$ cat src/rtl/mem_stage_ctrl.sv
// MEM-stage controller: runs the data-memory req/ack access, stalls the upstream
// pipeline while it is outstanding, resolves PC redirects and owns the MEM/WB register.
module mem_stage_ctrl #(
    parameter int TIMEOUT_CYCLES = 255,
    parameter int CNT_WIDTH      = 8
) (
    input  logic        clk,
    input  logic        reset,
    input  logic        topc_i,
    input  logic        jmp_i,
    input  logic        mem_to_reg_i,
    input  logic        mem_read_i,
    input  logic        mem_write_i,
    input  logic        reg_write_i,
    input  logic [4:0]  write_register_i,
    input  logic [31:0] alu_result_i,
    input  logic [31:0] read_data_2_i,
    input  logic [31:0] mux_pc_r_branch_i,
    input  logic [31:0] pc_plus_4_i,
    input  logic [31:0] jmp_shifter_plus_pc_i,
    input  logic        dmem_ack_i,
    input  logic [31:0] dmem_rdata_i,
    output logic        dmem_req_o,
    output logic        dmem_we_o,
    output logic [31:0] dmem_addr_o,
    output logic [31:0] dmem_wdata_o,
    output logic        stall_o,
    output logic        pc_redirect_o,
    output logic [31:0] pc_target_o,
    output logic        err_o,
    output logic        mem_to_reg_o,
    output logic        reg_write_o,
    output logic [4:0]  write_register_o,
    output logic [31:0] alu_result_o,
    output logic [31:0] read_data_o,
    output logic [31:0] pc_plus_4_o
);

    typedef enum logic {ST_IDLE, ST_WAIT} state_t;

    localparam logic [CNT_WIDTH-1:0] TIMEOUT_LAST = CNT_WIDTH'(TIMEOUT_CYCLES - 1);

    state_t               state;
    logic [CNT_WIDTH-1:0] wait_cnt;
    logic                 access;
    logic                 misaligned;
    logic                 timeout;
    logic                 drop_write;

    // drop_write marks an instruction that retires without writing back (misaligned or timed out)
    always_comb begin
        access     = mem_read_i | mem_write_i;
        misaligned = alu_result_i[1:0] != 2'b00;
        timeout    = wait_cnt == TIMEOUT_LAST;
        stall_o    = 1'b0;
        drop_write = 1'b0;
        if (state == ST_IDLE) begin
            stall_o    = access & ~misaligned;
            drop_write = access & misaligned;
        end else begin
            stall_o    = ~dmem_ack_i & ~timeout;
            drop_write = ~dmem_ack_i & timeout;
        end
        pc_redirect_o = (topc_i | jmp_i) & ~stall_o;
        pc_target_o   = jmp_i ? jmp_shifter_plus_pc_i : mux_pc_r_branch_i;
    end

    always_ff @(posedge clk or posedge reset) begin
        if (reset) begin
            state            <= ST_IDLE;
            wait_cnt         <= '0;
            dmem_req_o       <= 1'b0;
            dmem_we_o        <= 1'b0;
            dmem_addr_o      <= '0;
            dmem_wdata_o     <= '0;
            err_o            <= 1'b0;
            mem_to_reg_o     <= 1'b0;
            reg_write_o      <= 1'b0;
            write_register_o <= '0;
            alu_result_o     <= '0;
            read_data_o      <= '0;
            pc_plus_4_o      <= '0;
        end else begin
            err_o <= drop_write;

            // A stalled edge inserts a bubble; the data fields simply hold
            if (stall_o) begin
                reg_write_o  <= 1'b0;
                mem_to_reg_o <= 1'b0;
            end else begin
                mem_to_reg_o     <= mem_to_reg_i;
                reg_write_o      <= reg_write_i & ~drop_write;
                write_register_o <= write_register_i;
                alu_result_o     <= alu_result_i;
                pc_plus_4_o      <= pc_plus_4_i;
                read_data_o      <= (state == ST_WAIT && dmem_ack_i && !dmem_we_o) ? dmem_rdata_i : '0;
            end

            if (state == ST_IDLE) begin
                if (access && !misaligned) begin
                    state        <= ST_WAIT;
                    wait_cnt     <= '0;
                    dmem_req_o   <= 1'b1;
                    dmem_we_o    <= mem_write_i;
                    dmem_addr_o  <= {alu_result_i[31:2], 2'b00};
                    dmem_wdata_o <= read_data_2_i;
                end
            end else begin
                // An ack on the timeout cycle still completes the access normally
                if (dmem_ack_i || timeout) begin
                    state      <= ST_IDLE;
                    dmem_req_o <= 1'b0;
                end else if (wait_cnt != {CNT_WIDTH{1'b1}}) begin
                    wait_cnt <= wait_cnt + CNT_WIDTH'(1);
                end
            end
        end
    end

endmodule

$ cat config.mk
export PLATFORM = sky130hd
export DESIGN_NAME = mem_stage_ctrl
export DESIGN_NICKNAME = d
export VERILOG_FILES = /design/src/rtl/mem_stage_ctrl.sv
export SDC_FILE = /design/constraint.sdc
export NUM_CORES = 1
export LEC_CHECK = 0
export CORE_AREA = 2 2 160 162
export DETAILED_ROUTE_END_ITERATION = 10
export DIE_AREA = 0 0 162 164
export DONT_BUFFER_PORTS = 1
export GPL_TIMING_DRIVEN = 1
export PLACE_DENSITY = 0.41
export SLEW_MARGIN = 20
export SYNTH_ARGS = -nofsm -noshare
export SYNTH_HDL_FRONTEND = slang
export SYNTH_SLANG_ARGS = --single-unit
$ cat constraint.sdc
create_clock -name clk -period 10.1 [get_ports clk]
set_input_delay 2.02 -clock clk [delete_from_list [all_inputs] [get_ports clk]]
set_output_delay 2.02 -clock clk [all_outputs]
set_load 0.05 [all_outputs]
==> flow_metrics.py, run 1 <==
metrics = {
    "run_status": {
        "status": "finished clean",
    },
    "worst_setup_path": {
        "cp_data_arrival_time_ns": 3.43,
        "critPathLaunchType": "primary input",
        "crit_fanout": 43,
        "worst-endpoint-required_ns": 8.08,
        "r2r_end": "alu_result_o[31]",
        "cp-end-kind": "primary output",
        "r2r_cells": 5,
        "ff2ff_setup_slack_ns": 7.19,
        "cp-startpoint": "dmem_ack_i",
        "r2r-start": "state",
        "path_class": "in -> out",
    },
    "timing": {
        "tns_ns": 0,
        "hold_viol": 0,
        "maxSlewViolCount": 0,
        "rsz0062_at_grt": "no",
        "max_freq_ghz": 0.184,
        "skew_ns": 0.0146,
        "setup_violations": 0,
        "worst_slew_pin_slew_ns": 0.883,
        "relSlewSlack": 0.409,
        "fin_crit_sh": 0.539,
        "min_period_ns": 5.45,
    },
    "worst_hold_path": {
        "min_to": "wait_cnt[3]",
        "holdPathStages": 1,
        "hp-start": "wait_cnt[3]",
        "hp-class": "reg -> reg",
    },
    "placed_design": {
        "dpl_cell_area_um2": 7560,
        "place_inst": 900,
        "gp_congestion": 0.808,
        "dpl.hpwl_um": 13600,
        "port_buffers": 0,
    },
    "route": {
        "via_per_inst": 4.74,
        "drt-pass1-iter-count": 4,
        "drt_wl_total_um": 19300,
        "num_vias": 4427,
        "dr.first_iter.drc_count": 292,
        "wl_per_cell_um": 20.7,
        "ant_nets": 0,
        "drc": 0,
    },
    "clock_network": {
        "cts_tree": "yes",
        "cts_resized": 0,
        "hold_buffers": 0,
        "cts-htree-levels": 4,
        "postCtsSetupBuffers": 0,
        "cts_max_path_buffers": 2,
        "clk_pin_slew_ns": 0.07,
        "clock-sinks": 177,
        "cts_buffers": 17,
        "cts-root-buf": "clkbuf_16",
        "clock_latency_ns": 0.43,
    },
    "finish": {
        "nets": 798,
        "drive_gt1_frac": 0.240,
        "final_cells": 933,
        "design_area_um2": 8170,
        "syn_to_final_growth_pct": 12.7,
        "num-fill-cells": 2497,
        "n_antenna_cell": 0,
    },
    "floorplan": {
        "dieArea_um2": 26600,
        "io_pins": 410,
        "fp.dieH_um": 164,
        "coreArea_um2": 24800,
        "rows": 58,
        "initial_core_util": 0.292,
        "die_w_um": 162,
    },
    "grt": {
        "grt_usage": 0.138,
        "grt_pass1_wl_um": 28100,
        "grt_max_degree": 110,
        "grt-ovfl-total": 0,
        "first_global_vias": 4582,
        "antenna_found_initial": 0,
    },
    "pwr": {
        "power.switching_mw": 0.893,
        "combPwrFrac": 0.110,
        "seq_power_share": 0.584,
        "ir_drop_mv": 0.0900,
        "p_int_mw": 1.23,
        "swShare": 0.421,
        "p_clk_frac": 0.306,
        "cellLeakagePower_nw": 3.82,
        "powerDensity_nw_per_um2": 260,
    },
    "yosys": {
        "synth.ff_latch_count": 177,
        "ys_types": 34,
        "syn_avg_cell_area_um2": 12.1,
        "yosys_warnings": 0,
        "synth_area_leader_cell": "dfrtp_1",
        "synth_top_area_frac": 0.611,
        "syn_inst": 598,
        "synth_area_um2": 7250,
        "ys_top_cells_by_area": "dfrtp_1 (61%), nand2_1 (10%), mux2_2 (10%)",
        "yosysSeqAreaShare": 0.611,
    },
    "job": {
        "maxCapViolations": 0,
    },
}
-- routing by layer --
metal | part of all wire | up-vias | track usage
li1 | - | 1994 | -
met1 | 0.38 | 2158 | 0.164
met2 | 0.50 | 254 | 0.227
met3 | 0.10 | 21 | 0.0535
met4 | 0.018 | 0 | 0.0507
met5 | 0 | - | 0
-- layout by cell type (no fill, tap or decap), types with 2 or more instances in the layout --
cell	count
clkinv_8	4
inv_8	3
clkinv_2	2
inv_6	6
buf_4	6
clkbuf_16	17
o21a_1	2
a22o_1	34
a21oi_1	3
o211ai_1	2
dfrtp_1	177
or3_1	2
mux2_4	34
a31oi_1	2
nor2_1	7
o21ai_0	3
mux2_2	65
nand2_1	197
o31ai_1	3
nand3_1	11
ha_1	2
inv_1	3
conb_1	2
-- power groups by stage --
stage                     registers (mW)  logic, mW  clock network (mW)
after floorplan                     1.22      0.210                   0
after global placement              1.26      0.229                   0
after detailed placement            1.26      0.237                   0
after CTS                           1.24      0.237               0.678
after global routing                1.25      0.259               0.708
final                               1.24      0.234               0.649
-- cell usage after synthesis, drive strengths merged --
library cell	number
o21ba	1
a22o	34
o31ai	3
conb	1
mux2i	1
nor3	1
dfrtp	177
nand2b	1
inv	4
mux2	99
a21boi	1
nor2	8
nor2b	1
nand3b	1
o21a	2
buf	15
nand4	1
o21ai	4
clkbuf	20
nand3	11
nand2	198
a31oi	2
ha	2
a21oi	3
or3	2
and3	1
nor4	1
o211ai	3
-- stage by stage --
| step | power [mW] | setup WS (ns) | hold slack, ns | utilization |
|---|---|---|---|---|
| after global routing | 2.22 | 4.55 | 0.577 | 0.329 |
| final | 2.12 | 4.65 | 0.543 | 0.329 |
| after CTS | 2.16 | 4.60 | 0.538 | 0.328 |
| after floorplan | 1.43 | 3.28 | 0.481 | - |
| after detailed placement | 1.49 | 4.59 | 0.527 | 0.304 |
| after global placement | 1.49 | 4.62 | 0.520 | 0.304 |
-- critical path, cell delays in order --
cell and delay (ns):
nor2b_1 0.07, o21ai_2 0.18, nand2_8 0.34, nor2_1 0.80
-- kinds of logic (layout without fill, tap and decap cells) --
group,Yosys count,after routing,synth area share
and+or+nand+nor,226,226,0.124
DFF,177,177,0.611
muxes,100,100,0.173
AOI/OAI and AO/OA,53,53,0.0596
buffers and inverters,39,43,0.0281
adders and majority gates,2,2,0.00345
other,1,2,0.000517
-- layout make-up --
cell class              count  area (um^2)  share of cell area
multi-input cells         383         2650               0.324
clock buffers              17          425              0.0521
well taps                 330          413              0.0505
clock inverters            15          161              0.0198
repair buffers              7         72.6             0.00888
flip-flops and latches    177         4430               0.542
inverters                   4         20.0             0.00245
-- worst max-delay path by stage --
stage	endpoint	slack [ns]	cells past startpoint
floorplan	alu_result_o[0]	3.28	1
global placement	pc_redirect_o	4.62	4
detailed placement	pc_redirect_o	4.59	4
CTS	pc_redirect_o	4.60	4
global route	pc_redirect_o	4.55	4
finish	pc_redirect_o	4.65	4
-- registers in the layout (all words and copies together) (netlist names) --
signal / count
alu_result_o: 32
dmem_addr_o: 30
dmem_req_o: 1
dmem_wdata_o: 32
dmem_we_o: 1
err_o: 1
mem_to_reg_o: 1
pc_plus_4_o: 32
read_data_o: 32
reg_write_o: 1
state: 1
wait_cnt: 8
write_register_o: 5
Power figures use the tool's default switching activity.
==> inputs of run 2 (changes only) <==
==> constraint.sdc (replaced) <==
create_clock -name clk -period 5.5 [get_ports clk]
set_input_delay 1.1 -clock clk [delete_from_list [all_inputs] [get_ports clk]]
set_output_delay 1.1 -clock clk [all_outputs]
set_load 0.05 [all_outputs]
==> flow_metrics.py, run 2 (synthesis gave the netlist of run 1 again) <==
metrics = {
    "timing": {
        "min_period_ns": 3.46,
        "hold_viol": 0,
        "setup_violations": 0,
        "rsz0062_at_grt": "no",
        "tns_ns": 0,
        "max_freq_ghz": 0.289,
        "skew_ns": 0.0150,
        "worst_slew_pin_slew_ns": 0.923,
        "maxSlewViolCount": 0,
        "fin_crit_sh": 0.629,
        "relSlewSlack": 0.385,
    },
    "floorplan": {
        "initial_core_util": 0.292,
        "fp.dieH_um": 164,
        "rows": 58,
        "dieArea_um2": 26600,
        "coreArea_um2": 24800,
        "die_w_um": 162,
        "io_pins": 410,
    },
    "worst_setup_path": {
        "crit_fanout": 29,
        "slowest_stage": "dfrtp_1",
        "worst-path-buf-inv": 1,
        "critPathTopFamily": "simple AND/OR/NAND/NOR gates",
        "slowest_delay_ns": 0.59,
        "path_class": "reg -> out",
        "path_cells": "nor2b_1 -> o21ai_2 -> nand2_4 -> nor2_1 -> buf_4",
        "worst-endpoint-required_ns": 4.40,
        "critPathLaunchType": "flip-flop",
        "cp-end-kind": "primary output",
        "cp_data_arrival_time_ns": 2.36,
    },
    "route": {
        "dr.first_iter.drc_count": 234,
        "via_per_inst": 4.79,
        "ant_nets": 0,
        "drc": 0,
        "wl_per_cell_um": 21.9,
        "drt-pass1-iter-count": 4,
        "drt_wl_total_um": 20500,
        "num_vias": 4485,
    },
    "finish": {
        "nets": 801,
        "drive_gt1_frac": 0.244,
        "n_antenna_cell": 0,
        "final_cell_mix": "nand2_1 (197), dfrtp_1 (177), mux2_2 (65), mux2_4 (34), a22o_1 (34)",
        "post-route-util": 0.329,
        "final_common_cell": "nand2_1",
        "syn_to_final_growth_pct": 12.7,
    },
    "placed_design": {
        "gp_congestion": 0.832,
        "dpl.hpwl_um": 15000,
        "port_buffers": 0,
    },
    "grt": {
        "antenna_found_initial": 2,
        "first_global_vias": 4528,
        "grt_usage": 0.150,
        "grt_max_degree": 72,
        "grt-ovfl-total": 0,
        "grt_pass1_wl_um": 29900,
    },
    "clock_network": {
        "clock-sinks": 177,
        "clock_latency_ns": 0.43,
        "postCtsSetupBuffers": 0,
        "cts_max_path_buffers": 2,
        "cts_buffers": 17,
        "cts_resized": 0,
        "clk_pin_slew_ns": 0.07,
        "cts-htree-levels": 4,
        "cts_tree": "yes",
        "hold_buffers": 0,
        "cts-root-buf": "clkbuf_16",
    },
    "pwr": {
        "p_clk_frac": 0.308,
        "powerDensity_nw_per_um2": 480,
        "p_int_mw": 2.30,
        "power.switching_mw": 1.62,
        "seq_power_share": 0.582,
        "cellLeakagePower_nw": 3.81,
        "swShare": 0.412,
        "combPwrFrac": 0.109,
        "ir_drop_mv": 0.174,
    },
    "run_status": {
        "status": "finished clean",
    },
    "job": {
        "maxCapViolations": 0,
    },
    "worst_hold_path": {
        "hp-class": "reg -> reg",
    },
}
## run 2: layout make-up
cell class / instances / area (um^2)
Fill cell: 2511 / 16700
Clock buffer: 19 / 443
Timing Repair Buffer: 10 / 75.1
Tap cell: 330 / 413
Inverter: 4 / 18.8
Multi-Input combinational cell: 383 / 2640
Sequential cell: 177 / 4430
Clock inverter: 13 / 148
## run 2: worst paths after layout
path / startpoint / endpoint / slack, ns / cells past startpoint
max: state / pc_redirect_o / 2.04 / 5
min: wait_cnt[3] / wait_cnt[3] / 0.55 / 1
max reg2reg: state / write_register_o[0] / 2.71 / 5
min reg2reg: wait_cnt[3] / wait_cnt[3] / 0.55 / 1
max in group asynchronous: reset / alu_result_o[9] / 3.56 / 3
min in group asynchronous: reset / pc_plus_4_o[18] / 0.78 / 2
## run 2: layer usage
| metal | up-vias | track usage | wire length (um) |
|---|---|---|---|
| met5 | - | 0 | 21 |
| met4 | 4 | 0.0507 | 340 |
| met3 | 25 | 0.0664 | 2120 |
| met2 | 231 | 0.233 | 9780 |
| met1 | 2229 | 0.186 | 8270 |
| li1 | 1996 | - | - |
## run 2: stage by stage
stage / hold slack, ns / instances / power [mW] / instance area (um^2) / setup slack (ns)
floorplan: 0.481 / 599 / 2.62 / 7260 / 1.82
global placement: 0.529 / 904 / 2.74 / 7570 / 2.13
detailed placement: 0.533 / 904 / 2.75 / 7580 / 2.05
CTS: 0.548 / 936 / 3.98 / 8170 / 2.01
global route: 0.591 / 936 / 4.10 / 8170 / 1.85
finish: 0.548 / 936 / 3.92 / 8170 / 2.04
## run 2: power groups by stage
stage | registers [mW] | logic, mW | clock network, mW
global placement | 2.31 | 0.425 | 0
global route | 2.31 | 0.476 | 1.31
finish | 2.28 | 0.429 | 1.21
detailed placement | 2.31 | 0.438 | 0
CTS | 2.29 | 0.438 | 1.26
floorplan | 2.24 | 0.386 | 0
## run 2: worst reg2reg max path, cell delays in order (launching register included)
cell and delay (ns):
dfrtp_1 0.59, nor2b_1 0.41, o21ai_2 0.20, nand2_4 0.40, buf_4 0.59, mux2_2 0.48
==> inputs of run 3 (changes only) <==
--- a/config.mk
+++ b/config.mk
@@ -10,7 +10,7 @@
 export DIE_AREA = 0 0 162 164
 export DONT_BUFFER_PORTS = 1
 export GPL_TIMING_DRIVEN = 1
-export PLACE_DENSITY = 0.41
+export PLACE_DENSITY = 0.42
 export SLEW_MARGIN = 20
 export SYNTH_ARGS = -nofsm -noshare
 export SYNTH_HDL_FRONTEND = slang
==> constraint.sdc (replaced) <==
create_clock -name clk -period 3.13 [get_ports clk]
set_input_delay 0.626 -clock clk [delete_from_list [all_inputs] [get_ports clk]]
set_output_delay 0.626 -clock clk [all_outputs]
set_load 0.05 [all_outputs]
==> flow_metrics.py, run 3 (synthesis gave the netlist of run 1 again) <==
metrics = {
    "finish": {
        "final_cells": 936,
        "final_common_cell": "nand2_1",
        "syn_to_final_growth_pct": 12.9,
        "drive_gt1_frac": 0.240,
        "nets": 800,
        "final_cell_mix": "nand2_1 (197), dfrtp_1 (177), mux2_2 (65), mux2_4 (34), a22o_1 (34)",
    },
    "route": {
        "wl_per_cell_um": 21.7,
        "drt_wl_total_um": 20300,
        "num_vias": 4497,
        "dr.first_iter.drc_count": 252,
        "drc": 0,
        "via_per_inst": 4.80,
        "drt-pass1-iter-count": 5,
        "ant_nets": 0,
    },
    "worst_setup_path": {
        "worst-path-buf-inv": 2,
        "r2r_cells": 5,
        "crit_fanout": 17,
        "cp_data_arrival_time_ns": 2.20,
        "path_class": "reg -> out",
        "critPathLaunchType": "flip-flop",
        "worst-endpoint-required_ns": 2.50,
        "slowest_delay_ns": 0.43,
        "cp-end-kind": "primary output",
        "worst-path-stages": 7,
        "path_cells": "inv_1 -> ha_1 -> nand4_1 -> o21ai_2 -> nand2_8 -> nor2_1 -> buf_4",
        "critPathTopFamily": "simple AND/OR/NAND/NOR gates",
        "slowest_stage": "dfrtp_1",
    },
    "timing": {
        "fin_crit_sh": 0.902,
        "hold_viol": 0,
        "min_period_ns": 2.82,
        "worst_slew_pin_slew_ns": 0.819,
        "rsz0062_at_grt": "no",
        "setup_violations": 0,
        "maxSlewViolCount": 0,
        "skew_ns": 0.0163,
        "max_freq_ghz": 0.354,
        "tns_ns": 0,
        "relSlewSlack": 0.450,
    },
    "floorplan": {
        "die_w_um": 162,
        "fp.dieH_um": 164,
        "coreArea_um2": 24800,
        "dieArea_um2": 26600,
        "io_pins": 410,
        "rows": 58,
        "initial_core_util": 0.292,
    },
    "run_status": {
        "status": "finished clean",
    },
    "grt": {
        "grt_usage": 0.147,
        "antenna_found_initial": 5,
        "first_global_vias": 4661,
        "grt_max_degree": 79,
        "grt-ovfl-total": 0,
        "grt_pass1_wl_um": 29500,
    },
    "pwr": {
        "powerDensity_nw_per_um2": 831,
        "ir_drop_mv": 0.295,
        "cellLeakagePower_nw": 3.80,
    },
    "job": {
        "maxCapViolations": 0,
    },
    "clock_network": {
        "cts_resized": 0,
        "postCtsSetupBuffers": 0,
        "cts-root-buf": "clkbuf_16",
        "cts_max_path_buffers": 2,
        "hold_buffers": 0,
        "clk_pin_slew_ns": 0.07,
        "cts-htree-levels": 4,
        "clock-sinks": 177,
        "cts_tree": "yes",
        "cts_buffers": 17,
        "clock_latency_ns": 0.43,
    },
    "placed_design": {
        "port_buffers": 0,
        "gp_congestion": 0.847,
        "dpl.hpwl_um": 14700,
        "place_inst": 903,
    },
    "worst_hold_path": {
        "hp-class": "in -> async",
    },
}
==> run 3: changes by cell type in the layout (fill, tap and decap cells not counted), sizes merged <==
cell | previous run | this run
buf | 10 | 9
bufinv | 1 | 0
clkinvlp | 5 | 6
diode | 0 | 1
clkinv | 2 | 3
inv | 9 | 8
==> run 3: routing by layer <==
layer	global-route usage	share of wire
met1	0.181	0.40
met2	0.232	0.47
met3	0.0715	0.12
met4	0.0362	0.0095
met5	0	0.0023
==> run 3: path summary, 6_finish.rpt <==
| path | slack, ns | startpoint | end |
|---|---|---|---|
| worst min register to register | 0.54 | wait_cnt[3] | wait_cnt[3] |
| worst min-delay path | 0.15 | reset | pc_plus_4_o[12] |
| min in group clk | 0.30 | alu_result_i[22] | dmem_addr_o[22] |
| max in group asynchronous | 2.15 | reset | pc_plus_4_o[20] |
| worst max-delay path | 0.31 | wait_cnt[0] | pc_redirect_o |
| worst max register to register | 0.76 | state | alu_result_o[29] |
==> run 3: worst register-to-register path: stages (launching register included) <==
cell and delay (ns):
dfrtp_1 0.58, nor2b_1 0.38, o21ai_2 0.21, nand2_8 0.24
buf_4 0.44, mux2_2 0.41
==> run 3: where the power goes <==
group / switching (mW) / internal, mW
clock network: 0.990 / 1.05
logic: 0.451 / 0.311
registers: 1.41 / 2.59
total: 2.85 / 3.96
==> run 3: per-stage QoR <==
step                 util  power [mW]  area (um^2)  hold WS [ns]  setup WS, ns
floorplan               -        4.61         7260         0.481         0.237
global placement    0.307        4.82         7620         0.529         0.819
detailed placement  0.307        4.83         7620         0.526         0.737
CTS                 0.330        6.91         8180         0.156         0.294
global route        0.330        7.10         8180         0.166         0.165
finish              0.330        6.80         8180         0.146         0.308
==> run 3: cell type report <==
class	instances	area (um^2)
diodes	1	2.50
clock buffers	19	433
clock inverters	13	125
fillers	2514	16600
inverters	4	18.8
multi-input cells	383	2640
flip-flops and latches	177	4430
well taps	330	413
repair buffers	9	118
